`src/rtl/mem_access.sv`:
```
// Memory-access pipeline stage: drives one bus cycle per load/store, formats lanes big-endian.
// Latency: 1 cycle for non-memory ops, 2 cycles minimum for loads/stores (+1 per bus wait cycle).
// Backpressure: stall_o holds upstream while a bus cycle is outstanding or downstream stall_i is high.
//
// Ports: clk_i/rst_i (sync, active-high); execute-stage inputs (ir_i, reg_write_i,
// alu_data_i, store_data_i, mem_read_i, mem_write_i, mem_size_i, halt_i, bank_i, stall_i);
// write-back outputs (ir_o, reg_write_o, sp_data_o, halt_o, bank_o, align_fault_o, stall_o);
// bus master (bus_cyc_o, bus_we_o, bus_adr_o, bus_sel_o, bus_dat_o, bus_dat_i, bus_ack_i).
// Optional macro BEXKAT1_MEM_ALIGN_EN: misaligned half/word accesses fault instead of running.
module mem_access (
  input  logic        clk_i,
  input  logic        rst_i,
  input  logic        stall_i,
  input  logic [63:0] ir_i,
  input  logic [1:0]  reg_write_i,
  input  logic [31:0] alu_data_i,
  input  logic [31:0] store_data_i,
  input  logic        mem_read_i,
  input  logic        mem_write_i,
  input  logic [1:0]  mem_size_i,
  input  logic        halt_i,
  input  logic [3:0]  bank_i,
  output logic        stall_o,
  output logic [63:0] ir_o,
  output logic [1:0]  reg_write_o,
  output logic [31:0] sp_data_o,
  output logic        halt_o,
  output logic [3:0]  bank_o,
  output logic        align_fault_o,
  output logic        bus_cyc_o,
  output logic        bus_we_o,
  output logic [31:0] bus_adr_o,
  output logic [3:0]  bus_sel_o,
  output logic [31:0] bus_dat_o,
  input  logic [31:0] bus_dat_i,
  input  logic        bus_ack_i
);

  typedef enum logic [1:0] {IDLE = 2'd0, BUS = 2'd1, HOLD = 2'd2} state_t;
  state_t state_q, state_d;

  logic        mem_op, misalign, start_bus, ld_latched;
  logic [31:0] adr_q, sdat_q, hold_q, rd_fmt, wr_fmt, result;
  logic [1:0]  size_q;
  logic        we_q;
  logic [63:0] ir_q;
  logic [1:0]  rw_q;
  logic        halt_q;
  logic [3:0]  bank_q;

  // Lane 3 (bits 31:24) carries the lowest byte address.
  function automatic logic [3:0] lane_sel(input logic [1:0] size, input logic [1:0] a);
    case (size)
      2'b01:   lane_sel = a[1] ? 4'b0011 : 4'b1100;
      2'b10:   lane_sel = 4'b1000 >> a;
      default: lane_sel = 4'b1111;
    endcase
  endfunction

  assign mem_op    = mem_read_i | mem_write_i;
  assign start_bus = (state_q == IDLE) && !stall_i && mem_op && !misalign;

`ifdef BEXKAT1_MEM_ALIGN_EN
  always_comb begin
    misalign = 1'b0;
    if (mem_op) begin
      case (mem_size_i)
        2'b01:   misalign = alu_data_i[0];
        2'b10:   misalign = 1'b0;
        default: misalign = |alu_data_i[1:0];
      endcase
    end
  end

  // Fault flag moves with the other pipeline outputs; it only changes on an IDLE advance.
  always_ff @(posedge clk_i) begin
    if (rst_i)
      align_fault_o <= 1'b0;
    else if (state_q == IDLE && !stall_i)
      align_fault_o <= misalign;
  end
`else
  assign misalign      = 1'b0;
  assign align_fault_o = 1'b0;
`endif

  // Load data: pick the addressed lanes and zero-extend.
  always_comb begin
    rd_fmt = bus_dat_i;
    case (size_q)
      2'b01: rd_fmt = adr_q[1] ? {16'h0, bus_dat_i[15:0]} : {16'h0, bus_dat_i[31:16]};
      2'b10: begin
        case (adr_q[1:0])
          2'd0:    rd_fmt = {24'h0, bus_dat_i[31:24]};
          2'd1:    rd_fmt = {24'h0, bus_dat_i[23:16]};
          2'd2:    rd_fmt = {24'h0, bus_dat_i[15:8]};
          default: rd_fmt = {24'h0, bus_dat_i[7:0]};
        endcase
      end
      default: rd_fmt = bus_dat_i;
    endcase
  end

  // Store data replicated across every lane so whichever lanes are selected see it.
  always_comb begin
    case (size_q)
      2'b01:   wr_fmt = {2{sdat_q[15:0]}};
      2'b10:   wr_fmt = {4{sdat_q[7:0]}};
      default: wr_fmt = sdat_q;
    endcase
  end

  assign result    = we_q ? adr_q : rd_fmt;
  assign bus_adr_o = adr_q;
  assign bus_sel_o = lane_sel(size_q, adr_q[1:0]);
  assign bus_dat_o = wr_fmt;

  // FSM: state register
  always_ff @(posedge clk_i) begin
    if (rst_i) state_q <= IDLE;
    else       state_q <= state_d;
  end

  // FSM: next state
  always_comb begin
    state_d = state_q;
    case (state_q)
      IDLE:    if (start_bus) state_d = BUS;
      BUS:     if (bus_ack_i) state_d = stall_i ? HOLD : IDLE;
      HOLD:    if (!stall_i)  state_d = IDLE;
      default: state_d = IDLE;
    endcase
  end

  // FSM: outputs
  always_comb begin
    stall_o   = 1'b0;
    bus_cyc_o = 1'b0;
    bus_we_o  = 1'b0;
    case (state_q)
      IDLE: stall_o = stall_i | start_bus;
      BUS: begin
        stall_o   = !bus_ack_i | stall_i;
        bus_cyc_o = 1'b1;
        bus_we_o  = we_q;
      end
      HOLD:    stall_o = stall_i;
      default: stall_o = 1'b0;
    endcase
  end

  // Completed memory op retires either straight from the bus or from the hold register.
  assign ld_latched = ((state_q == BUS) && bus_ack_i && !stall_i) ||
                      ((state_q == HOLD) && !stall_i);

  always_ff @(posedge clk_i) begin
    if (rst_i) begin
      ir_o <= '0; reg_write_o <= '0; sp_data_o <= '0; halt_o <= 1'b0; bank_o <= '0;
      adr_q <= '0; sdat_q <= '0; size_q <= '0; we_q <= 1'b0; hold_q <= '0;
      ir_q <= '0; rw_q <= '0; halt_q <= 1'b0; bank_q <= '0;
    end else begin
      if (start_bus) begin
        adr_q  <= alu_data_i;
        sdat_q <= store_data_i;
        size_q <= mem_size_i;
        we_q   <= mem_write_i;
        ir_q   <= ir_i;
        rw_q   <= reg_write_i;
        halt_q <= halt_i;
        bank_q <= bank_i;
        // Bubble: nothing retires while the bus cycle runs.
        reg_write_o <= 2'b00;
        halt_o      <= 1'b0;
      end else if (state_q == IDLE && !stall_i) begin
        ir_o        <= ir_i;
        reg_write_o <= misalign ? 2'b00 : reg_write_i;
        sp_data_o   <= alu_data_i;
        halt_o      <= halt_i;
        bank_o      <= bank_i;
      end
      if (state_q == BUS && bus_ack_i && stall_i)
        hold_q <= result;
      if (ld_latched) begin
        ir_o        <= ir_q;
        reg_write_o <= rw_q;
        sp_data_o   <= (state_q == HOLD) ? hold_q : result;
        halt_o      <= halt_q;
        bank_o      <= bank_q;
      end
    end
  end

endmodule

```
`config.mk`:
```
export PLATFORM = sky130hd
export DESIGN_NAME = mem_access
export DESIGN_NICKNAME = d
export VERILOG_FILES = /design/src/rtl/mem_access.sv
export SDC_FILE = /design/constraint.sdc
export NUM_CORES = 1
export LEC_CHECK = 0
export CORE_UTILIZATION = 45
export CTS_CLUSTER_SIZE = 14
export DETAILED_ROUTE_END_ITERATION = 7
export PLACE_DENSITY = 0.86
export SLEW_MARGIN = 20
export SYNTH_ARGS = -nofsm -noshare
export SYNTH_HDL_FRONTEND = slang
export SYNTH_SLANG_ARGS = --single-unit
```
`constraint.sdc`:
```
create_clock -name clk_i -period 2.68 [get_ports clk_i]
set_clock_uncertainty 0.1 [all_clocks]
set_input_delay 0.536 -clock clk_i [delete_from_list [all_inputs] [get_ports clk_i]]
set_output_delay 0.536 -clock clk_i [all_outputs]
set_load 0.05 [all_outputs]
```
==> metrics.log, run 1 <==
[metrics] net switching share of the total power: 0.303
[metrics] number of buffers created by CTS: 29
[metrics] CTS hold repair buffers: 0
[metrics] Wirelength per Cell: 19.0 um
[metrics] Setup Viol. Count Final: 0
[metrics] top cells by count, synth: nand2_1, dfxtp_1, a21oi_1
[metrics] VDD IR max: 0.517 mV
[metrics] logic gate share of total power: 0.225
[metrics] arrival time of data at the critical path endpoint: 1.97 ns
[metrics] cell count of the worst reg-to-reg path: 8
[metrics] final standard cell area without fillers: 16,500 um2
[metrics] proportion of power drawn by flip-flops and latches: 0.402
[metrics] drt first-iter violations: 1,036
[metrics] largest cells by area after synthesis: dfxtp_1, nand2_1, a21oi_1
[metrics] GP Congestion: 0.893
[metrics] Sequential cell area: 5510 um2
[metrics] top-level I/O count: 350
[metrics] fraction of met2 tracks used by global routing: 0.482
[metrics] vias per inst: 5.79
[metrics] number of distinct library cells after synthesis: 45
[metrics] fraction of the cycle the final worst path needs: 0.974
[metrics] GRT met1 Usage: 0.339
[metrics] Max H-tree Level: 1
[metrics] overall global routing resource usage: 0.284
[metrics] met3 Usage GRT: 0.0637
[metrics] slew at the pin closest to its max-slew limit: 0.771 ns
[metrics] first-pass iteration count of the detailed router: 5
[metrics] number of placed cells counting well taps: 2,023
[metrics] beginning of the worst register-to-register path: size_q[0]$_SDFFE_PP0P_
[metrics] kind of start point of the critical path: register
[metrics] count of input and output buffers: 348
[metrics] final period demand of the worst path: 2.61 ns
[metrics] Fillers: 2,009
[metrics] hold path endpoint: ir_q[63]$_SDFFE_PP0P_
[metrics] Worst Hold Path Cells: 2
[metrics] clock edge transition at the registers on the reported setup and hold paths: 0.07 ns
[metrics] top-area cell type share of the netlist area: 0.473
[metrics] max-capacitance violation count: 0
[metrics] count of flip-flops with a built-in enable after synthesis: 0
[metrics] multi-input combinational cell area: 5410 um2
[metrics] largest area contributor in the netlist: dfxtp_1
[metrics] residual antenna-violating net count after detailed routing: 0
[metrics] Post-Syn Nets: 1,625
[metrics] static power due to leakage: 6.16 nW
[metrics] total routed wirelength: 39.4 mm
[metrics] critical path class: register to output port
[metrics] run status: completed
[metrics] CP Max Fanout: 7
[metrics] hold path start: rst_i
[metrics] synthesized area: 11,600 um2
[metrics] number of placement rows: 58
[metrics] area growth from synthesis to final layout: 41.6%
[metrics] Cells after Synth: 1,448
[metrics] required time of the critical path: 2.04 ns
[metrics] buffer type at the clock tree root: clkbuf_16
[metrics] first-pass GRT wire length: 60.5 mm
[metrics] Synth Flop Type: dfxtp_1
[metrics] Remaining Overflow, GRT: 0
[metrics] non-filler cells, final: 2,077
[metrics] Sinks on Clock Net: 275
[metrics] internal power contribution: 7.86 mW
[metrics] number of warning messages in the yosys log: 0
[metrics] Longest Clk Path Bufs: 3
[metrics] GRT Max-Usage Layer: met2
[metrics] Final Hold Viols: 0
[metrics] average footprint of a synthesized cell: 8.03 um2
[metrics] starting density of the core: 0.461
[metrics] most instantiated library cell after synthesis: nand2_1
[metrics] fraction of registers with async set or reset after synthesis: 0
[metrics] Total Negative Setup Slacks: 0 ns
[metrics] number of global-route vias before repair: 11,500
[metrics] share of the core filled with cells: 0.652
[metrics] headroom to the max-slew limit: 0.485
[metrics] layout cells sized above 1: 0.0802
[metrics] CTS tree: done
[metrics] later-pin clock latency in the skew report: 0.55 ns
[metrics] power density over the cells: 685 nW/um2
[metrics] largest net degree at the start of global routing: 143
[metrics] worst min path class: input pin to register
[metrics] total power: 11.3 mW
[metrics] crit end category: output port
[metrics] unrepaired setup endpoints after global routing: no
[metrics] net count reported at finish: 1,902
[metrics] HPWL after DPL: 25.8 mm
[metrics] Switching Power: 3.42 mW
[metrics] placeable core region: 25,300 um2
[metrics] sequential area share after synthesis: 0.473
[metrics] part of the power in the clock network: 0.373
[metrics] DRC viols: 0
[metrics] die boundary height: 163 um
[metrics] flop and latch count out of synthesis: 275
[metrics] area enclosed by the die boundary: 26,500 um2
[metrics] Achievable Freq: 383 MHz
[metrics] final slew viol count: 0
[metrics] cell area reported after detailed placement: 15,400 um2
[metrics] capture instance of the worst register-to-register path: hold_q[4]$_SDFFE_PP0P_
[metrics] floorplan die width: 163 um
[metrics] antenna violations before repair: 2
[metrics] worst setup slack for register-to-register paths: 0.25 ns
[metrics] Via Count: 12,000
[state kept, by name (all words and copies together) (netlist names), 4 cells and up]
signal / count
ir_q: 64
bank_q: 4
bus_adr_o: 32
hold_q: 32
bank_o: 4
sp_data_o: 32
sdat_q: 32
ir_o: 64
[layout by cell type, fill, tap and decap left out, types with 3 or more instances in the layout]
master / instances
clkinv_2: 5
nand2b_1: 10
and3_1: 18
buf_4: 36
o221ai_1: 16
clkbuf_8: 6
a21oi_1: 173
dfxtp_2: 3
dfxtp_1: 272
o311ai_1: 6
nor2b_1: 10
a211oi_1: 8
o21ai_1: 17
nor3_1: 84
a311oi_1: 3
o21ai_0: 25
clkbuf_1: 4
a22o_1: 8
a22oi_1: 17
o22ai_1: 84
clkbuf_16: 29
a221o_1: 24
buf_12: 31
buf_6: 3
nand3_1: 3
o32ai_1: 8
nand2_1: 322
inv_1: 13
nor2_1: 114
mux2i_1: 24
a221oi_1: 16
clkdlybuf4s50_1: 315
bufinv_16: 4
[timing repair]
item | in CTS | in global routing
setup buffers | 0 | 2
pin swaps | 1 | 1
setup endpoints to repair | 28 | 14
gates resized for setup | 19 | 2
[worst max-delay path: stages, from the launching register on]
cell and delay (ns):
dfxtp_2 0.36, inv_1 0.08, ha_4 0.19, a21oi_1 0.40, o21bai_1 0.19, buf_12 0.19
[routing by layer]
| layer | part of all wire | routed length (um) | vias up |
|---|---|---|---|
| li1 | - | - | 5629 |
| met3 | 0.093 | 3650 | 127 |
| met2 | 0.48 | 18800 | 618 |
| met1 | 0.38 | 15100 | 5642 |
| met5 | 0.00043 | 17 | - |
| met4 | 0.047 | 1850 | 2 |
[stage by stage]
stage / setup WS [ns] / hold WS [ns]
after floorplan: -0.195 / 0.336
after global routing: 0.00407 / 0.308
after global placement: 0.149 / 0.341
after detailed placement: 0.101 / 0.347
after CTS: 0.0245 / 0.277
final: 0.0706 / 0.289
[power by group through the flow]
| stage | logic, mW | clock network (mW) | registers, mW |
|---|---|---|---|
| after floorplan | 1.04 | 0 | 5.07 |
| final | 2.53 | 4.21 | 4.54 |
| after global placement | 2.45 | 0 | 4.60 |
| after global routing | 2.67 | 4.42 | 4.56 |
| after CTS | 2.52 | 4.25 | 4.53 |
| after detailed placement | 2.48 | 0 | 4.61 |
[cell families after synthesis]
| group | Yosys count | synth area share |
|---|---|---|
| simple gates | 579 | 0.212 |
| compound gates | 415 | 0.224 |
| flops | 275 | 0.473 |
| buf+inv | 152 | 0.0682 |
| mux | 24 | 0.0207 |
| fa+ha+maj | 2 | 0.00215 |
| other cells | 1 | 0.000322 |
[area by class of cell]
| cell class | count | area share |
|---|---|---|
| flip-flops and latches | 275 | 0.335 |
| multi-input cells | 1021 | 0.329 |
| repair buffers | 385 | 0.248 |
| clock buffers | 39 | 0.0500 |
| well taps | 330 | 0.0251 |
| clock inverters | 13 | 0.0108 |
| inverters | 13 | 0.00296 |
| diodes | 1 | 0.000152 |
[worst max-delay path by stage]
| stage | start | end | slack, ns | cells past startpoint |
|---|---|---|---|---|
| 3_5_place_dp | stall_i | sp_data_o[17]$_SDFFE_PP0P_ | 0.10 | 7 |
| 3_3_place_gp | stall_i | stall_o | 0.15 | 6 |
| 2_1_floorplan | size_q[0]$_SDFFE_PP0P_ | bus_dat_o[16] | -0.20 | 5 |
| 5_1_grt | size_q[0]$_SDFFE_PP0P_ | bus_dat_o[29] | 0.004 | 6 |
| 6_report | size_q[0]$_SDFFE_PP0P_ | bus_sel_o[2] | 0.07 | 5 |
| 4_1_cts | size_q[1]$_SDFFE_PP0P_ | bus_dat_o[27] | 0.02 | 6 |
Power figures use the tool's default switching activity.
==> run 2, diff against run 1 <==
--- a/config.mk
+++ b/config.mk
@@ -5,6 +5,7 @@
 export SDC_FILE = /design/constraint.sdc
 export NUM_CORES = 1
 export LEC_CHECK = 0
+export ABC_AREA = 1
 export CORE_UTILIZATION = 45
 export CTS_CLUSTER_SIZE = 14
 export DETAILED_ROUTE_END_ITERATION = 7
==> metrics.log, run 2 <==
[metrics] first-pass iteration count of the detailed router: 5 (unchanged)
[metrics] largest cells by area after synthesis: dfxtp_1, o21ai_0, nor2_1 (was dfxtp_1, nand2_1, a21oi_1)
[metrics] VDD IR max: 0.579 mV (was 0.517 mV)
[metrics] arrival time of data at the critical path endpoint: 2.10 ns (was 1.97 ns)
[metrics] headroom to the max-slew limit: 0.470 (was 0.485)
[metrics] DRC viols: 0 (unchanged)
[metrics] final standard cell area without fillers: 16,900 um2 (was 16,500 um2)
[metrics] drt first-iter violations: 1,372 (was 1,036)
[metrics] top-area cell type share of the netlist area: 0.479 (was 0.473)
[metrics] registers with the highest flip-flop counts: ir_o x64, ir_q x64 (unchanged)
[metrics] worst min path class: register to register (was input pin to register)
[metrics] slew at the pin closest to its max-slew limit: 0.795 ns (was 0.771 ns)
[metrics] most frequent standard cell in the layout excluding fill and tap cells: clkdlybuf4s50_1 (was nand2_1)
[metrics] number of warning messages in the yosys log: 0 (unchanged)
[metrics] area enclosed by the die boundary: 26,200 um2 (was 26,500 um2)
[metrics] final slew viol count: 0 (unchanged)
[metrics] number of placement rows: 58 (unchanged)
[metrics] Final Hold Viols: 0 (unchanged)
[metrics] critical path class: register to output port (unchanged)
[metrics] synthesized area: 11,500 um2 (was 11,600 um2)
[metrics] CTS hold repair buffers: 0 (unchanged)
[metrics] Sinks on Clock Net: 275 (unchanged)
[metrics] Via Count: 12,500 (was 12,000)
[metrics] layout cells sized above 1: 0.101 (was 0.0802)
[metrics] first-pass GRT wire length: 61.7 mm (was 60.5 mm)
[metrics] Achievable Freq: 366 MHz (was 383 MHz)
[metrics] HPWL after DPL: 26.8 mm (was 25.8 mm)
[metrics] largest net degree at the start of global routing: 121 (was 143)
[metrics] later-pin clock latency in the skew report: 0.54 ns (was 0.55 ns)
[metrics] area growth from synthesis to final layout: 47.1% (was 41.6%)
[metrics] count of input and output buffers: 348 (unchanged)
[metrics] starting density of the core: 0.458 (was 0.461)
[metrics] cell area reported after detailed placement: 15,300 um2 (was 15,400 um2)
[metrics] floorplan die width: 162 um (was 163 um)
[metrics] sequential area share after synthesis: 0.479 (was 0.473)
[metrics] number of buffers created by CTS: 29 (unchanged)
[metrics] Total Negative Setup Slacks: -0.399 ns (was 0 ns)
[metrics] unrepaired setup endpoints after global routing: yes (was no)
[metrics] Cells after Synth: 1,530 (was 1,448)
[metrics] largest area contributor in the netlist: dfxtp_1 (unchanged)
[metrics] top cells by count, synth: nor2_1, o21ai_0, dfxtp_1 (was nand2_1, dfxtp_1, a21oi_1)
[metrics] worst setup slack for register-to-register paths: 0.52 ns (was 0.25 ns)
[metrics] Worst Hold Path Cells: 2 (unchanged)
[metrics] Post-Syn Nets: 1,707 (was 1,625)
[metrics] buffer type at the clock tree root: clkbuf_16 (unchanged)
[metrics] CTS tree: done (unchanged)
[metrics] cell count of the worst reg-to-reg path: 11 (was 8)
[metrics] dpl ws: 0.0517 ns (was 0.101 ns)
[metrics] met2 wirelength from detailed routing: 19.4 mm (was 18.8 mm)
[metrics] antenna violations before repair: 1 (was 2)
[metrics] number of global-route vias before repair: 11,700 (was 11,500)
[metrics] overall global routing resource usage: 0.292 (was 0.284)
[metrics] average footprint of a synthesized cell: 7.51 um2 (was 8.03 um2)
[metrics] top-level I/O count: 350 (unchanged)
[metrics] Wirelength per Cell: 18.9 um (was 19.0 um)
[metrics] Remaining Overflow, GRT: 0 (unchanged)
[metrics] residual antenna-violating net count after detailed routing: 0 (unchanged)
[metrics] Max H-tree Level: 1 (unchanged)
[metrics] CP Max Fanout: 5 (was 7)
[metrics] GP Congestion: 0.885 (was 0.893)
[metrics] clock edge transition at the registers on the reported setup and hold paths: 0.06 ns (was 0.07 ns)
[metrics] most instantiated library cell after synthesis: nor2_1 (was nand2_1)
[metrics] WL met1: 15.7 mm (was 15.1 mm)
[metrics] static power due to leakage: 6.65 nW (was 6.16 nW)
[metrics] crit end category: output port (unchanged)
[metrics] highest routed layer: met4 (was met5)
[metrics] placeable core region: 25,100 um2 (was 25,300 um2)
[metrics] commonest cells after routing, fill and taps aside: clkdlybuf4s50_1, nor2_1, dfxtp_1 (was nand2_1, clkdlybuf4s50_1, dfxtp_1)
[metrics] kind of start point of the critical path: register (unchanged)
[metrics] die boundary height: 162 um (was 163 um)
[metrics] beginning of the worst register-to-register path: size_q[0]$_SDFFE_PP0P_ (unchanged)
[metrics] Synth Flop Type: dfxtp_1 (unchanged)
[metrics] capture instance of the worst register-to-register path: sp_data_o[28]$_SDFFE_PP0P_ (was hold_q[4]$_SDFFE_PP0P_)
[metrics] Setup Viol. Count Final: 11 (was 0)
[metrics] fraction of the cycle the final worst path needs: 1.02 (was 0.974)
[metrics] final period demand of the worst path: 2.73 ns (was 2.61 ns)
[metrics] Hold Slack: 0.353 ns (was 0.289 ns)
[metrics] fraction of registers with async set or reset after synthesis: 0 (unchanged)
[metrics] net count reported at finish: 2,003 (was 1,902)
[metrics] PnR worst setup slack: -0.0524 ns (was 0.0706 ns)
[metrics] power density over the cells: 707 nW/um2 (was 685 nW/um2)
[metrics] Longest Clk Path Bufs: 3 (unchanged)
[metrics] max-capacitance violation count: 0 (unchanged)
[metrics] violations in the final reports: negative setup slack
[metrics] total routed wirelength: 41.1 mm (was 39.4 mm)
[metrics] hold path endpoint: bank_q[0]$_SDFFE_PP0P_ (was ir_q[63]$_SDFFE_PP0P_)
[metrics] met3 wire len: 3.84 mm (was 3.65 mm)
[metrics] hold path start: bank_q[0]$_SDFFE_PP0P_ (was rst_i)
[metrics] count of flip-flops with a built-in enable after synthesis: 0 (unchanged)
[metrics] vias per inst: 5.75 (was 5.79)
[metrics] required time of the critical path: 2.04 ns (about the same)
[metrics] number of distinct library cells after synthesis: 33 (was 45)
[metrics] flop and latch count out of synthesis: 275 (unchanged)
[metrics] run status: finished, violations left (was completed)
## run 2: cell count changes after synthesis, sizes merged, moves of 24 or more
cell / change
inv: +91
nand2: -196
nor3: -85
o221ai: +40
nor2: +181
mux2i: -24
a221o: -24
o21ai: +240
o22ai: -69
## run 2: timing repair
action | in CTS | in global routing
pin swaps | 1 | 5
buffers inserted | 5 | 5
setup endpoints to repair | 25 | 26
gates cloned | 3 | 1
gates resized for setup | 46 | 49
## run 2: worst max path at each step
stage | start | to | slack, ns | depth (start not counted)
floorplan | size_q[0]$_SDFFE_PP0P_ | bus_dat_o[12] | -0.31 | 6
global placement | mem_write_i | stall_o | 0.06 | 8
detailed placement | mem_write_i | stall_o | 0.05 | 8
CTS | size_q[0]$_SDFFE_PP0P_ | bus_dat_o[30] | -0.06 | 7
global route | size_q[0]$_SDFFE_PP0P_ | bus_dat_o[14] | -0.12 | 9
finish | size_q[0]$_SDFFE_PP0P_ | bus_dat_o[8] | -0.05 | 9
## run 2: power breakdown
group | internal (mW) | switching [mW]
sequential | 4.42 | 0.190
clock | 2.56 | 1.64
combinational | 1.18 | 1.97
## run 2: critical path, cell delays in order, from the launching register on
cell and delay (ns):
dfxtp_2 0.34, inv_2 0.06, ha_4 0.30, clkinv_8 0.08, buf_12 0.15, nand2_2 0.09, nor2_1 0.08, a31oi_4 0.17
o21ai_1 0.12, buf_6 0.17
## run 2: area by class of cell
class / instances / area [um2]
Clock inverter: 11 / 163
Clock buffer: 41 / 841
Inverter: 106 / 420
Sequential cell: 275 / 5510
Fill cell: 1905 / 8200
Tap cell: 330 / 413
Antenna cell: 1 / 2.50
Multi-Input combinational cell: 1019 / 5330
Timing Repair Buffer: 395 / 4230
## run 2: per-stage QoR
stage | cells | utilization | total power, mW
after detailed placement | 2111 | 0.611 | 7.54
final | 2178 | 0.673 | 12.0
after global routing | 2178 | 0.673 | 12.4
after global placement | 2111 | 0.611 | 7.47
after floorplan | 1530 | - | 6.39
after CTS | 2171 | 0.662 | 11.9
## run 2: layer usage
metal	track usage	vias to the layer above
met5	0	-
met4	0.139	0
met3	0.0623	155
met2	0.491	728
met1	0.354	5859
li1	-	5791
## run 2: kinds of logic after synthesis
family / share of synthesized area
flip-flops: 0.479
AO/OA/AOI/OAI: 0.277
AND/OR/NAND/NOR: 0.152
adder cells (fa/ha/maj): 0.00218
other: 0.000326
buffers and inverters: 0.0890
